### config.mk
export PLATFORM = sky130hd
export DESIGN_NAME = vector_mem_job_sequencer
export DESIGN_NICKNAME = d
export VERILOG_FILES = /design/src/rtl/vector_mem_job_sequencer.sv
export SDC_FILE = /design/constraint.sdc
export NUM_CORES = 2
export LEC_CHECK = 0
export BUFFER_PORTS_ARGS = -buffer_cell sky130_fd_sc_hd__buf_4
export CAP_MARGIN = 40
export CELL_PAD_IN_SITES_DETAIL_PLACEMENT = 1
export CELL_PAD_IN_SITES_GLOBAL_PLACEMENT = 2
export CORE_MARGIN = 4
export CORE_UTILIZATION = 41
export DETAILED_ROUTE_END_ITERATION = 12
export PLACE_DENSITY = 0.81
export SLEW_MARGIN = 20
export SYNTH_ARGS = -nofsm -noshare
export SYNTH_HDL_FRONTEND = slang
export SYNTH_SLANG_ARGS = --single-unit
### constraint.sdc
create_clock -name i_clk -period 9.4 [get_ports i_clk]
set_input_delay 2.82 -clock i_clk [delete_from_list [all_inputs] [get_ports i_clk]]
set_output_delay 2.82 -clock i_clk [all_outputs]
set_load 0.1 [all_outputs]
### src/rtl/vector_mem_job_sequencer.sv
// vector_mem_job_sequencer: queues vector-memory job descriptors, validates them and sequences one job at a time
module vector_mem_job_sequencer #(
    parameter int MATRIXSIZE_W = 24,
    parameter int MEM_DEPTH    = 4096,
    parameter int QDEPTH       = 4
) (
    input  logic                    i_clk,
    input  logic                    i_rst,
    input  logic                    i_desc_valid,
    output logic                    o_desc_ready,
    input  logic [MATRIXSIZE_W-1:0] i_desc_dim1,
    input  logic [MATRIXSIZE_W-1:0] i_desc_dim2,
    input  logic [MATRIXSIZE_W-1:0] i_desc_bw,
    input  logic                    i_src_tvalid,
    output logic                    o_src_tready,
    input  logic                    i_src_tlast,
    output logic                    o_mem_in_tvalid,
    input  logic                    i_mem_in_tready,
    output logic                    o_mem_in_tlast,
    input  logic                    i_mem_out_hs,
    input  logic                    i_mem_out_tlast,
    output logic [MATRIXSIZE_W-1:0] o_dim1,
    output logic [MATRIXSIZE_W-1:0] o_dim2,
    output logic [MATRIXSIZE_W-1:0] o_blocks,
    output logic [MATRIXSIZE_W-1:0] o_block_width,
    output logic                    o_busy,
    output logic                    o_done,
    output logic                    o_err,
    output logic [2:0]              o_err_code
);
    localparam int W  = MATRIXSIZE_W;
    localparam int AW = $clog2(QDEPTH);
    localparam logic [W-1:0]   MAX_D2 = W'(MEM_DEPTH);
    localparam logic [W-1:0]   ONE    = W'(1);
    localparam logic [2*W-1:0] ONE2   = (2*W)'(1);
    localparam logic [AW:0]    ONE_P  = (AW+1)'(1);

    typedef enum logic [2:0] {S_IDLE, S_CHECK, S_LOAD, S_WRITE, S_READ, S_DONE} state_t;

    logic [3*W-1:0] r_fifo [QDEPTH];
    logic [AW:0]    r_wr, r_rd;
    state_t         r_state, w_nxt;
    logic [W-1:0]   r_d1, r_d2, r_bw, r_rem, r_blk, r_in_cnt;
    logic [W-1:0]   r_cfg_d1, r_cfg_d2, r_cfg_blk, r_cfg_bw;
    logic [2*W-1:0] r_out_cnt, r_total;
    logic           r_first;
    logic           w_full, w_empty, w_push, w_pop, w_in_hs, w_err;
    logic [2:0]     w_code;
    logic [W-1:0]   w_rem_sub, w_blk_inc;

    assign w_empty         = r_wr == r_rd;
    assign w_full          = (r_wr[AW] != r_rd[AW]) && (r_wr[AW-1:0] == r_rd[AW-1:0]);
    assign o_desc_ready    = !w_full;
    assign w_push          = i_desc_valid && !w_full;
    assign w_pop           = (r_state == S_IDLE) && !w_empty;
    assign o_src_tready    = i_mem_in_tready && (r_state == S_WRITE);
    assign o_mem_in_tvalid = i_src_tvalid && (r_state == S_WRITE);
    assign o_mem_in_tlast  = i_src_tlast;
    assign w_in_hs         = i_src_tvalid && o_src_tready;
    assign w_rem_sub       = r_rem - r_bw;
    assign w_blk_inc       = &r_blk ? r_blk : r_blk + ONE;
    assign o_busy          = r_state != S_IDLE;
    assign o_done          = r_state == S_DONE;
    assign o_err           = w_err;
    assign o_err_code      = w_code;
    assign o_dim1          = r_cfg_d1;
    assign o_dim2          = r_cfg_d2;
    assign o_blocks        = r_cfg_blk;
    assign o_block_width   = r_cfg_bw;

    // descriptor storage; only the pointers need resetting
    always_ff @(posedge i_clk) begin
        if (w_push) r_fifo[r_wr[AW-1:0]] <= {i_desc_dim1, i_desc_dim2, i_desc_bw};
    end

    // next state and error pulses; division ends when the next remainder drops below BW
    always_comb begin
        w_nxt  = r_state;
        w_err  = 1'b0;
        w_code = 3'd0;
        case (r_state)
            S_IDLE:  w_nxt = w_empty ? S_IDLE : S_CHECK;
            S_CHECK: begin
                if (r_first) begin
                    if (r_d1 == '0 || r_d2 == '0 || r_bw == '0) begin
                        w_err  = 1'b1;
                        w_code = 3'd1;
                        w_nxt  = S_IDLE;
                    end else if (r_d2 > MAX_D2) begin
                        w_err  = 1'b1;
                        w_code = 3'd2;
                        w_nxt  = S_IDLE;
                    end else if (r_d2 < r_bw) begin
                        w_err  = 1'b1;
                        w_code = 3'd3;
                        w_nxt  = S_IDLE;
                    end
                end else if (w_rem_sub < r_bw) begin
                    w_err  = w_rem_sub != '0;
                    w_code = w_err ? 3'd3 : 3'd0;
                    w_nxt  = w_err ? S_IDLE : S_LOAD;
                end
            end
            S_LOAD:  w_nxt = S_WRITE;
            S_WRITE: begin
                if (w_in_hs && i_src_tlast) begin
                    w_err  = ({1'b0, r_in_cnt} + (W+1)'(1)) != {1'b0, r_d2};
                    w_code = w_err ? 3'd4 : 3'd0;
                    w_nxt  = S_READ;
                end
            end
            S_READ: begin
                if (i_mem_out_hs && i_mem_out_tlast) begin
                    w_err  = ({1'b0, r_out_cnt} + (2*W+1)'(1)) != {1'b0, r_total};
                    w_code = w_err ? 3'd5 : 3'd0;
                    w_nxt  = S_DONE;
                end
            end
            S_DONE:  w_nxt = S_IDLE;
            default: w_nxt = S_IDLE;
        endcase
    end

    // state, FIFO pointers, divider, beat counters and the job configuration
    always_ff @(posedge i_clk) begin
        if (!i_rst) begin
            r_state   <= S_IDLE;
            r_wr      <= '0;
            r_rd      <= '0;
            r_d1      <= '0;
            r_d2      <= '0;
            r_bw      <= '0;
            r_rem     <= '0;
            r_blk     <= '0;
            r_first   <= 1'b0;
            r_in_cnt  <= '0;
            r_out_cnt <= '0;
            r_total   <= '0;
            r_cfg_d1  <= '0;
            r_cfg_d2  <= '0;
            r_cfg_blk <= '0;
            r_cfg_bw  <= '0;
        end else begin
            r_state <= w_nxt;
            if (w_push) r_wr <= r_wr + ONE_P;
            if (w_pop) begin
                {r_d1, r_d2, r_bw} <= r_fifo[r_rd[AW-1:0]];
                r_rd    <= r_rd + ONE_P;
                r_first <= 1'b1;
            end
            if (r_state == S_CHECK) begin
                r_first <= 1'b0;
                r_rem   <= r_first ? r_d2 : w_rem_sub;
                r_blk   <= r_first ? '0 : w_blk_inc;
            end
            if (w_nxt == S_LOAD) begin
                r_cfg_d1  <= r_d1;
                r_cfg_d2  <= r_d2;
                r_cfg_blk <= w_blk_inc;
                r_cfg_bw  <= r_bw;
                r_total   <= (2*W)'(r_d1) * (2*W)'(r_d2);
                r_in_cnt  <= '0;
                r_out_cnt <= '0;
            end
            if (r_state == S_WRITE && w_in_hs && !(&r_in_cnt)) r_in_cnt <= r_in_cnt + ONE;
            if (r_state == S_READ && i_mem_out_hs && !(&r_out_cnt)) r_out_cnt <= r_out_cnt + ONE2;
        end
    end
endmodule

==> results by group <==
Setup path
  • Worst r2r path cells: 26
  • Slowest stage delay, CP: 0.75 ns
  • Critical Path End Type: output pin
  • FF-to-FF Start: r_d1[9]
  • Critical path data arrival time: 6.14 ns
  • Critical Path RT: 6.58 ns
  • Crit start category: register
  • Crit-path slowest cell: a211oi_1
  • R2R setup slack: 1.29 ns
  • Worst path top cell family by delay: compound AO/OA/AOI/OAI gates
  • CP Class: reg -> out
  • Crit Path Max Fanout: 14
  • Crit path cell chain: inv_1 > ha_1 > and3_1 > a221o_1 > nor3_1 > a22oi_1 > a211oi_1 > ha_1 > a21o_1 > a21oi_1 > nor2b_1 > o21ai_0 > a21boi_0 > a31oi_1 > o21a_1 > nor2_1 > nor3_1 > a21boi_0 > buf_4
  • WP buf/inv: 2
  • FF-to-FF End: r_total[47]

Logic synthesis
  • Netlist cell types: 81
  • Synth Flop Type: dfxtp_1
  • #FFs+latches synth: 634
  • Async S/R FF share, synth: 0
  • Syn_area_per_cell: 9.72 um2
  • YS warnings: 0
  • Register area share after synthesis: 0.323
  • Synth Cell Area: 48,100 um2
  • Post-synth EDFFs: 288
  • Gate Count Post-Synth: 4,955
  • Syn Nets: 5,770

Floorplanning
  • Die height: 351 um
  • Row count: 125
  • Die ar.: 123,000 um2
  • Initial Utilization: 0.414
  • Top-Level Pins: 186
  • Die X: 351 um
  • Core Region: 116,000 um2

CTS
  • Resized cells post-CTS: 0
  • CTS root buf: clkbuf_16
  • CTS tree: done
  • H-tree depth: 3
  • Reg clk slew, reported paths: 0.06 ns
  • Total CTS buffers: 75
  • Post-CTS Setup Repair Bufs: 0
  • Clock latency on the worst-skew pair: 0.69 ns
  • CTS Buffer Depth: 3
  • Cts-stage hold buffer count: 0
  • CTS Sinks: 634

Timing
  • Max Clk Rate: 112 MHz
  • Crit path time final: 8.96 ns
  • Layout Skew: 0.0728 ns
  • RSZ-0062 raised after global routing: no
  • Worst Max-Slew Pin Slew: 0.977 ns
  • Final Max Tran Viols: 0
  • # setup viols final: 0
  • Final Hold Fails: 0
  • Period utilization: 0.953
  • Worst slew margin: 0.349
  • Setup TNS: 0 ns

Finish
  • Layout Nets: 5,839
  • Sequential cell area: 15,600 um2
  • Final core occ: 0.463
  • Layout area overhead: 12.0%
  • Share of cells above drive strength 1: 0.102
  • Max reg flops: 288
  • Multi-input gate area: 29,100 um2
  • ANT cells: 0
  • Fill count: 13,092

Detailed routing
  • DR iter-0 viols: 2,063
  • First-pass DRT Iterations: 5
  • DRC viols: 0
  • Antenna Nets Post-Route: 0
  • Via count: 35,757
  • Total Wirelength: 146,000 um
  • Drt wl/cell: 22.1 um
  • Via/cell ratio: 5.41

Outcome
  • Status: finished clean

Placed design
  • Post-DP HPWL: 109,000 um
  • Input/output buffers: 185
  • GPL Wtd Cong: 0.893

Worst hold path
  • Worst Hold Class: reg -> reg
  • Worst hold endpoint: r_rem[8]
  • Min-Delay Startpoint: r_rem[8]
  • Hold path depth: 2

Power and ir drop
  • PwrDens: 280 nW/um2
  • Worst VDD drop: 0.290 mV
  • Leakage: 22.3 nW

GRT
  • Vias in the first global route: 39,309
  • Grt ovf: 0
  • Total GRT Usage: 0.242
  • Initial antenna violation count: 3
  • First-pass GRT wire length: 229,000 um
  • Largest net degree at the start of global routing: 160

Flow run
  • Max cap viols: 0
stage by stage:
| stage | instances | hold WS [ns] | setup slack, ns | area, um2 | power [mW] |
|---|---|---|---|---|---|
| 2_1_floorplan | 4955 | 0.436 | 0.259 | 48100 | 9.25 |
| 3_3_place_gp | 6449 | 0.448 | 1.30 | 51100 | 11.9 |
| 3_5_place_dp | 6459 | 0.450 | 1.25 | 51200 | 12.1 |
| 4_1_cts | 6598 | 0.477 | 0.486 | 53700 | 15.2 |
| 5_1_grt | 6610 | 0.497 | 0.171 | 53900 | 16.4 |
| 6_report | 6610 | 0.476 | 0.439 | 53900 | 15.1 |
layer usage:
layer	up-vias	GRT usage	share of wire
li1	16457	-	-
met5	-	0	0.000089
met4	2	0.0895	0.040
met3	227	0.0297	0.038
met1	18365	0.304	0.43
met2	706	0.427	0.50
logic make-up (layout without fill, tap and decap cells):
| logic type | after synthesis | count (layout) | synth area share |
|---|---|---|---|
| buffers and inverters | 926 | 1057 | 0.0726 |
| xor gates and xnor gates | 188 | 188 | 0.0345 |
| adders and majority gates | 736 | 736 | 0.267 |
| DFF | 634 | 634 | 0.323 |
| and+or+nand+nor | 1629 | 1629 | 0.159 |
| muxes | 196 | 196 | 0.0595 |
| AOI/OAI and AO/OA | 646 | 646 | 0.0841 |
power by group:
part / internal (mW) / switching (mW)
clock network: 1.71 / 1.28
logic: 3.18 / 5.30
registers: 3.14 / 0.507
cells in the mapped netlist (5+ instances only):
master,count,area share
nor4_1,32,0.0042
fa_1,483,0.20
xnor2_1,136,0.025
o211ai_1,15,0.0023
a2111oi_0,5,0.00091
ha_1,252,0.065
or4_1,13,0.0020
or2_2,8,0.0010
a21boi_0,5,0.00078
edfxtp_1,288,0.18
nor3_1,51,0.0053
dfxtp_1,346,0.14
nand4_1,30,0.0039
nor3b_1,5,0.00078
a21oi_1,213,0.022
nand3b_1,11,0.0017
nor2b_1,19,0.0025
a211oi_1,51,0.0080
and3_1,28,0.0036
or3_1,14,0.0018
clkbuf_1,267,0.021
buf_1,42,0.0033
a21o_1,42,0.0065
o31a_1,5,0.00091
o21bai_1,12,0.0019
a211o_1,5,0.00091
mux2i_1,122,0.025
nand2_1,660,0.051
and2_1,316,0.041
inv_1,609,0.047
nor2_1,331,0.026
mux4_2,72,0.034
nand2b_1,19,0.0025
o31ai_1,17,0.0027
o21a_1,19,0.0030
and4_1,8,0.0015
a31oi_1,46,0.0060
xor2_1,51,0.0093
o22ai_1,8,0.0010
nand3_1,70,0.0073
o21ai_0,136,0.014
a311oi_1,27,0.0049
worst max path at each step:
| stage | startpoint | to | slack [ns] | cells after the start |
|---|---|---|---|---|
| floorplan | i_src_tvalid | o_err | 0.26 | 6 |
| global placement | r_bw[1] | o_err_code[1] | 1.30 | 20 |
| detailed placement | r_bw[1] | o_err_code[1] | 1.25 | 20 |
| CTS | r_bw[1] | o_err_code[1] | 0.49 | 20 |
| global route | r_bw[0] | o_err_code[1] | 0.17 | 21 |
| finish | r_bw[15] | o_err_code[1] | 0.44 | 19 |
cells in the final DEF, fill, tap and decap left out, types with 32 or more instances in the layout:
cell type  instances
clkbuf_16         77
buf_4            286
xor2_1            51
xnor2_1          136
mux4_2            72
inv_1            609
o21ai_0          135
fa_1             483
nand2_1          660
and2_1           316
ha_1             252
nor3_1            51
a211oi_1          51
dfxtp_1          344
nor2_1           330
nor4_1            32
edfxtp_1         288
mux2i_1          122
nand3_1           70
a31oi_1           45
a21o_1            42
a21oi_1          213
tightest hold or removal path: cells and delay by family, from the launching register on:
kind,cells,cell delay (ns)
flip-flops,1,0.32
AO/OA/AOI/OAI,1,0.05
AND/OR/NAND/NOR,1,0.06
area by class of cell:
type                       instances  share of cell area
clock buffer                     110              0.0386
clock inverter                    29             0.00835
inverter                         611              0.0427
multi-input combinational       3395               0.540
sequential                       634               0.289
tap                             1524              0.0354
timing repair buffer             307              0.0458
Power figures use the tool's default switching activity.
